<file path="config.mk">
export PLATFORM = sky130hd
export DESIGN_NAME = cycle_sequencer
export DESIGN_NICKNAME = d
export VERILOG_FILES = /design/src/rtl/cycle_sequencer.sv
export SDC_FILE = /design/constraint.sdc
export NUM_CORES = 1
export LEC_CHECK = 0
export ABC_AREA = 1
export BUFFER_PORTS_ARGS = -buffer_cell sky130_fd_sc_hd__clkbuf_2
export CORE_MARGIN = 2
export CORE_UTILIZATION = 54
export DETAILED_ROUTE_END_ITERATION = 16
export GPL_TIMING_DRIVEN = 1
export PLACE_DENSITY = 0.8
export SLEW_MARGIN = 20
export SYNTH_ARGS = -nofsm -noshare
export SYNTH_HDL_FRONTEND = slang
export SYNTH_SLANG_ARGS = --single-unit
</file>
<file path="constraint.sdc">
create_clock -name clk -period 2.35 [get_ports clk]
set_clock_uncertainty 0.15 [all_clocks]
set_input_delay 0.3525 -clock clk [delete_from_list [all_inputs] [get_ports clk]]
set_output_delay 0.3525 -clock clk [all_outputs]
set_load 0.01 [all_outputs]
</file>
<file path="src/rtl/cycle_sequencer.sv">
// ---------------------------------------------------------------------------
// cycle_sequencer
//
// Multi-phase instruction sequencer. Each instruction is fetched from memory,
// decoded into an operator and two operand addresses, both operands are read,
// an external operator unit is invoked, and its result is written back to the
// second operand address. An operator equal to HALT_OP stops the sequencer.
// Every handshake wait is guarded by a reply timeout that ends in ERROR.
//
// Parameters
//   ADDR_W   address / PC width
//   WORD_W   memory word width (sign bit at WORD_W-1), >= 1+OP_W+2*ADDR_W
//   OP_W     operator field width
//   HALT_OP  operator value that stops the sequencer
//   TIMEOUT  maximum number of cycles a request waits for its reply
//
// Ports
//   clk, rst_n                 clock, asynchronous active-low reset
//   start, load_pc, start_addr begin/resume; optionally load the PC first
//   step_mode                  return to IDLE after each instruction
//   mem_addr, mem_read_pulse,  memory request side; a request stays high
//   mem_write_pulse, mem_wdata until mem_reply is sampled
//   mem_reply, mem_rdata       memory reply side
//   operate_pulse, op_code,    operator unit request and operands
//   opnd_a, opnd_b
//   operate_reply, op_result   operator unit reply
//   pulse                      phase number of the current state
//   pc, running, halted,       status
//   timeout_err
// ---------------------------------------------------------------------------
module cycle_sequencer #(
  parameter int                ADDR_W  = 12,
  parameter int                WORD_W  = 31,
  parameter int                OP_W    = 6,
  parameter logic [OP_W-1:0]   HALT_OP = '1,
  parameter int                TIMEOUT = 64
) (
  input  logic              clk,
  input  logic              rst_n,
  input  logic              start,
  input  logic              load_pc,
  input  logic [ADDR_W-1:0] start_addr,
  input  logic              step_mode,
  output logic [ADDR_W-1:0] mem_addr,
  output logic              mem_read_pulse,
  output logic              mem_write_pulse,
  input  logic              mem_reply,
  input  logic [WORD_W-1:0] mem_rdata,
  output logic [WORD_W-1:0] mem_wdata,
  output logic              operate_pulse,
  input  logic              operate_reply,
  input  logic [WORD_W-1:0] op_result,
  output logic [OP_W-1:0]   op_code,
  output logic [WORD_W-1:0] opnd_a,
  output logic [WORD_W-1:0] opnd_b,
  output logic [2:0]        pulse,
  output logic [ADDR_W-1:0] pc,
  output logic              running,
  output logic              halted,
  output logic              timeout_err
);

  localparam int CNT_W = $clog2(TIMEOUT + 1);

  typedef enum logic [3:0] {
    IDLE, FETCH, DECODE, READ_A, LOAD_A, READ_B, LOAD_B, OPERATE, WRITE, HALT, ERROR
  } state_t;

  state_t state, next_state;

  // The sign bit of an instruction word carries no field, so it is not kept.
  logic [WORD_W-2:0] instr;
  logic [ADDR_W-1:0] a1, a2;
  logic [WORD_W-1:0] rdata_q;
  logic [ADDR_W-1:0] addr_hold;
  logic [CNT_W-1:0]  wait_cnt;

  logic is_wait;
  logic timed_out;
  logic decoded_halt;

  assign is_wait      = (state == FETCH) || (state == READ_A) || (state == READ_B) ||
                        (state == OPERATE) || (state == WRITE);
  // Last cycle of the wait window; a reply in this same cycle still wins.
  assign timed_out    = (wait_cnt == CNT_W'(TIMEOUT - 1));
  assign decoded_halt = (instr[WORD_W-2 -: OP_W] == HALT_OP);

  // Next-state logic.
  // NOTE: every signal assigned in an always_comb gets a default first, so no
  // path through the case leaves it unassigned and no latch is inferred.
  always_comb begin
    next_state = state;
    unique case (state)
      IDLE, HALT, ERROR: if (start) next_state = FETCH;
      FETCH: begin
        if (mem_reply)      next_state = DECODE;
        else if (timed_out) next_state = ERROR;
      end
      DECODE: next_state = decoded_halt ? HALT : READ_A;
      READ_A: begin
        if (mem_reply)      next_state = LOAD_A;
        else if (timed_out) next_state = ERROR;
      end
      LOAD_A: next_state = READ_B;
      READ_B: begin
        if (mem_reply)      next_state = LOAD_B;
        else if (timed_out) next_state = ERROR;
      end
      LOAD_B: next_state = OPERATE;
      OPERATE: begin
        if (operate_reply)  next_state = WRITE;
        else if (timed_out) next_state = ERROR;
      end
      WRITE: begin
        if (mem_reply)      next_state = step_mode ? IDLE : FETCH;
        else if (timed_out) next_state = ERROR;
      end
      default: next_state = IDLE;
    endcase
  end

  // Requests and status decode straight from the state register, so the
  // asynchronous reset drops them in the same cycle it is asserted.
  always_comb begin
    mem_read_pulse  = (state == FETCH) || (state == READ_A) || (state == READ_B);
    mem_write_pulse = (state == WRITE);
    operate_pulse   = (state == OPERATE);
    running         = (state != IDLE) && (state != HALT) && (state != ERROR);
    halted          = (state == HALT);
    timeout_err     = (state == ERROR);

    pulse = 3'd0;
    unique case (state)
      FETCH:   pulse = 3'd1;
      DECODE:  pulse = 3'd2;
      READ_A:  pulse = 3'd3;
      LOAD_A:  pulse = 3'd4;
      READ_B:  pulse = 3'd5;
      LOAD_B:  pulse = 3'd6;
      OPERATE: pulse = 3'd7;
      default: pulse = 3'd0;
    endcase

    // Outside the request states the address keeps its last driven value.
    mem_addr = addr_hold;
    unique case (state)
      FETCH:         mem_addr = pc;
      READ_A:        mem_addr = a1;
      READ_B, WRITE: mem_addr = a2;
      default:       mem_addr = addr_hold;
    endcase
  end

  // NOTE: sequential state uses non-blocking assignments only, so every
  // register here sees the pre-edge value of every other register.
  always_ff @(posedge clk or negedge rst_n) begin
    if (!rst_n) begin
      state     <= IDLE;
      pc        <= '0;
      instr     <= '0;
      a1        <= '0;
      a2        <= '0;
      op_code   <= '0;
      rdata_q   <= '0;
      opnd_a    <= '0;
      opnd_b    <= '0;
      mem_wdata <= '0;
      addr_hold <= '0;
      wait_cnt  <= '0;
    end else begin
      state     <= next_state;
      addr_hold <= mem_addr;

      // The reply counter restarts on every state change and only advances
      // while a request is outstanding.
      if (next_state != state) wait_cnt <= '0;
      else if (is_wait)        wait_cnt <= wait_cnt + 1'b1;

      unique case (state)
        IDLE, HALT, ERROR: if (start && load_pc) pc <= start_addr;
        FETCH:   if (mem_reply) instr <= mem_rdata[WORD_W-2:0];
        DECODE: begin
          op_code <= instr[WORD_W-2 -: OP_W];
          a1      <= instr[2*ADDR_W-1:ADDR_W];
          a2      <= instr[ADDR_W-1:0];
          pc      <= pc + 1'b1;
        end
        READ_A, READ_B: if (mem_reply) rdata_q <= mem_rdata;
        LOAD_A:  opnd_a <= rdata_q;
        LOAD_B:  opnd_b <= rdata_q;
        OPERATE: if (operate_reply) mem_wdata <= op_result;
        default: ;
      endcase
    end
  end

endmodule

</file>
==> reports/qor.json <==
{
  "status": {"value": "finished, violations left"},
  "violated_checks": {"value": "setup timing"},
  "final_min_period_over_clock_period": {"value": 1.136},
  "via_count_of_the_first_global_routing_pass": {"value": 7897},
  "layout.nets": {"value": 1339},
  "met2_wirelength": {"value": 13.42, "unit": "mm"},
  "top_sig_layer": {"value": "met4"},
  "drtAntennaViolNets": {"value": 0},
  "clock_latency": {"value": 0.50, "unit": "ns"},
  "yosysUniqueCellTypes": {"value": 32},
  "grt_max_degree": {"value": 65},
  "synth-seq-cells": {"value": 219},
  "route.detailed.vias_per_inst": {"value": 5.304},
  "path_cells": {"value": "buf_12, nor2_4, nand2_2, nand2_4, clkinvlp_4, nand2_2, o2111ai_2, clkbuf_2"},
  "timing.final.max_slew_violations": {"value": 0},
  "cts_inserted_buffers": {"value": 23},
  "die_w": {"value": 133.1, "unit": "um"},
  "initial_core_util": {"value": 0.5468},
  "finalHoldViolCount": {"value": 0},
  "drc_errors": {"value": 0},
  "cpMostUsedCell": {"value": "sky130_fd_sc_hd__nand2_2"},
  "critical_path_peak_fanout": {"value": 7},
  "grt_util_all_layers": {"value": 0.2896},
  "y_dimension_of_the_die": {"value": 133.1, "unit": "um"},
  "floorplan.io_pins": {"value": 213},
  "diodes": {"value": 0},
  "met3_length": {"value": 1.869, "unit": "mm"},
  "mappedNetlistArea": {"value": 0.009004, "unit": "sq mm"},
  "setup.worst_path.class": {"value": "register to output pin"},
  "setup.worst_path.start_class": {"value": "register"},
  "synth_enable_flop_cells": {"value": 0},
  "required": {"value": 1.85, "unit": "ns"},
  "synth.avg_cell_area": {"value": 9.311, "unit": "sq um"},
  "post-route-min-period": {"value": 2.670, "unit": "ns"},
  "hpwlAfterDp": {"value": 16.47, "unit": "mm"},
  "cts.sink_count": {"value": 219},
  "area_delta_synth_final": {"value": 34.44, "unit": "%"},
  "layout_setup_ws": {"value": -0.3195, "unit": "ns"},
  "dpl-instance-area": {"value": 0.01039, "unit": "sq mm"},
  "fmax": {"value": 0.3746, "unit": "GHz"},
  "critPathCaptureType": {"value": "output pin"},
  "m1WireLength": {"value": 10.33, "unit": "mm"},
  "post_route_cells_drive_above_1_share": {"value": 0.3029},
  "critical_path.slowest_cell": {"value": "sky130_fd_sc_hd__dfrtp_2"},
  "finish.instance_area": {"value": 0.01210, "unit": "sq mm"},
  "seq_area_frac_synth": {"value": 0.6087},
  "vdd_ir_drop_max": {"value": 0.0007965, "unit": "V"},
  "clock_tree.buffer_depth": {"value": 3},
  "arrival_time_at_the_worst_endpoint": {"value": 2.17, "unit": "ns"},
  "ctsRootBufferMaster": {"value": "sky130_fd_sc_hd__clkbuf_16"},
  "p_per_area": {"value": 1370, "unit": "mW/mm^2"},
  "worst_hold_margin": {"value": 0.009690, "unit": "ns"},
  "die_area": {"value": 0.01772, "unit": "sq mm"},
  "grt_remaining_overflow": {"value": 0},
  "tritoncts": {"value": "built"},
  "mappedNetlistNets": {"value": 1050},
  "port_buffers": {"value": 212},
  "grt_setup_unrepaired": {"value": "true"},
  "power_leakage": {"value": 6.383, "unit": "nW"},
  "critical-path-max-stage-delay": {"value": 0.45, "unit": "ns"},
  "timing_worst_slew_pin_value": {"value": 0.7240, "unit": "ns"},
  "syn_inst": {"value": 967},
  "finalSetupViolCount": {"value": 12},
  "slew_headroom": {"value": 0.5155},
  "synthArstFlopShare": {"value": 1.000},
  "final_routed_wire_length_divided_by_cell_count": {"value": 17.87, "unit": "um"},
  "floorplan.core_area": {"value": 0.01647, "unit": "sq mm"},
  "row_count": {"value": 47},
  "firstDrtPassIters": {"value": 5},
  "place.gp.congestion": {"value": 0.9024},
  "ys_warn_count": {"value": 0},
  "antenna_found_initial": {"value": 0},
  "count_of_routing_violations_after_the_opening_detailed_route_iteration": {"value": 627},
  "route.final.wire_length": {"value": 26.65, "unit": "mm"},
  "clk_pin_slew": {"value": 0.06, "unit": "ns"},
  "cts.htree.levels": {"value": 1},
  "yosys_most_used_dff": {"value": "sky130_fd_sc_hd__dfrtp_1"},
  "hold_path.class": {"value": "input pin to register"},
  "max-cap-violations": {"value": 0},
  "first_pass_grt_wire_length": {"value": 40.61, "unit": "mm"},
  "vias": {"value": 7909}
}
[final timing paths]
kind | startpoint | depth (start not counted) | slack [ns] | end
max | state[3] | 8 | -0.32 | mem_addr[2]
min reg2reg | instr[21] | 2 | 0.33 | a1[9]
min | mem_rdata[9] | 3 | 0.01 | instr[9]
min in group asynchronous | rst_n | 2 | 0.21 | addr_hold[2]
max reg2reg | state[3] | 14 | 0.09 | wait_cnt[4]
max in group asynchronous | rst_n | 3 | 1.14 | opnd_a[29]
[through the flow]
stage | total power [W] | setup TNS, ns | cells | worst slack (ns) | utilization
after detailed placement | 0.01204 | 0 | 1374 | 0.1038 | 0.6310
after CTS | 0.01597 | -2.070 | 1476 | -0.1973 | 0.7191
after floorplan | 0.009661 | 0 | 967 | 0.4288 | -
after global placement | 0.01182 | 0 | 1374 | 0.1579 | 0.6310
after global routing | 0.01757 | -4.123 | 1491 | -0.3907 | 0.7351
final | 0.01659 | -3.429 | 1491 | -0.3195 | 0.7351
[flip-flops by register name, summed over array words and instances (netlist names)]
name       cells
a1            12
a2            12
addr_hold     12
instr         30
mem_wdata     31
op_code        6
opnd_a        31
opnd_b        31
pc            12
rdata_q       31
state          4
wait_cnt       7
[cell families after synthesis]
family,share of synthesized area
and+or+nand+nor,0.1782
muxes,0.03988
AOI/OAI and AO/OA,0.1009
buffers and inverters,0.06281
DFF,0.6087
xor gates and xnor gates,0.006809
adders and majority gates,0.002779
[what timing repair did]
action | 4_1_cts | 5_1_grt
hold buffers | 57 | 0
pin swaps | 7 | 23
setup endpoints to repair | 12 | 22
gates resized for setup | 26 | 41
buffers inserted | 4 | 14
hold endpoints to repair | 125 | 0
gates cloned | 1 | 1
[synth_stat cells, types with 4 or more instances]
| cell type | number | area [sq um] |
|---|---|---|
| sky130_fd_sc_hd__nor2_2 | 11 | 68.82 |
| sky130_fd_sc_hd__xor2_1 | 7 | 61.31 |
| sky130_fd_sc_hd__o21ai_0 | 132 | 660.6 |
| sky130_fd_sc_hd__nor2_1 | 29 | 108.9 |
| sky130_fd_sc_hd__nand2_1 | 310 | 1164 |
| sky130_fd_sc_hd__inv_2 | 6 | 22.52 |
| sky130_fd_sc_hd__dfrtp_1 | 219 | 5480 |
| sky130_fd_sc_hd__a21oi_1 | 11 | 55.05 |
| sky130_fd_sc_hd__nand4_1 | 5 | 31.28 |
| sky130_fd_sc_hd__nand2_2 | 4 | 25.02 |
| sky130_fd_sc_hd__buf_2 | 14 | 70.07 |
| sky130_fd_sc_hd__o2111ai_1 | 13 | 113.9 |
| sky130_fd_sc_hd__clkbuf_1 | 28 | 105.1 |
| sky130_fd_sc_hd__nor3_1 | 10 | 50.05 |
| sky130_fd_sc_hd__mux2_2 | 31 | 349.1 |
| sky130_fd_sc_hd__nand3_1 | 18 | 90.09 |
| sky130_fd_sc_hd__inv_1 | 97 | 364.1 |
[where the power goes]
| part | leakage, nW | switching, W | internal (W) |
|---|---|---|---|
| clock | 0.368 | 0.00146 | 0.00221 |
| combinational | 3.24 | 0.00389 | 0.00250 |
| sequential | 2.78 | 0.00113 | 0.00539 |
[per-layer routing]
metal	global-route usage	vias to the layer above
met5	0	-
met2	0.5109	394
met1	0.3583	3778
met4	0.1040	0
li1	-	3656
met3	0.05556	81
[critical path: cells and delay by family (launching register included)]
kind | cells | cell delay (ns)
and+or+nand+nor | 4 | 0.51
buffers and inverters | 3 | 0.56
AOI/OAI and AO/OA | 1 | 0.15
DFF | 1 | 0.45
[cell usage in the layout, fill, tap and decap left out, drive strengths merged, types with 3 or more instances in the layout]
cell         synthesis  routed
nor3                10      10
nand4                5       5
clkbuf              28     240
xor2                 7       7
nand3               20      20
o21ai              134     134
a21oi               11      11
dlygate4sd3          0      57
o2111ai             13      13
nand2              315     315
clkinvlp             0       3
o211ai               3       3
nor2                42      42
mux2                31      31
buf                 14      44
inv                103     102
dfrtp              219     219
[layout make-up]
class / instances / area, sq um
inverters: 104 / 401.6
flip-flops and latches: 219 / 5485
multi-input cells: 602 / 3166
repair inverters: 2 / 15.01
fillers: 1161 / 4362
clock buffers: 37 / 688.2
repair buffers: 304 / 2008
clock inverters: 3 / 65.06
well taps: 220 / 275.3
(Power assumes the default switching activity.)
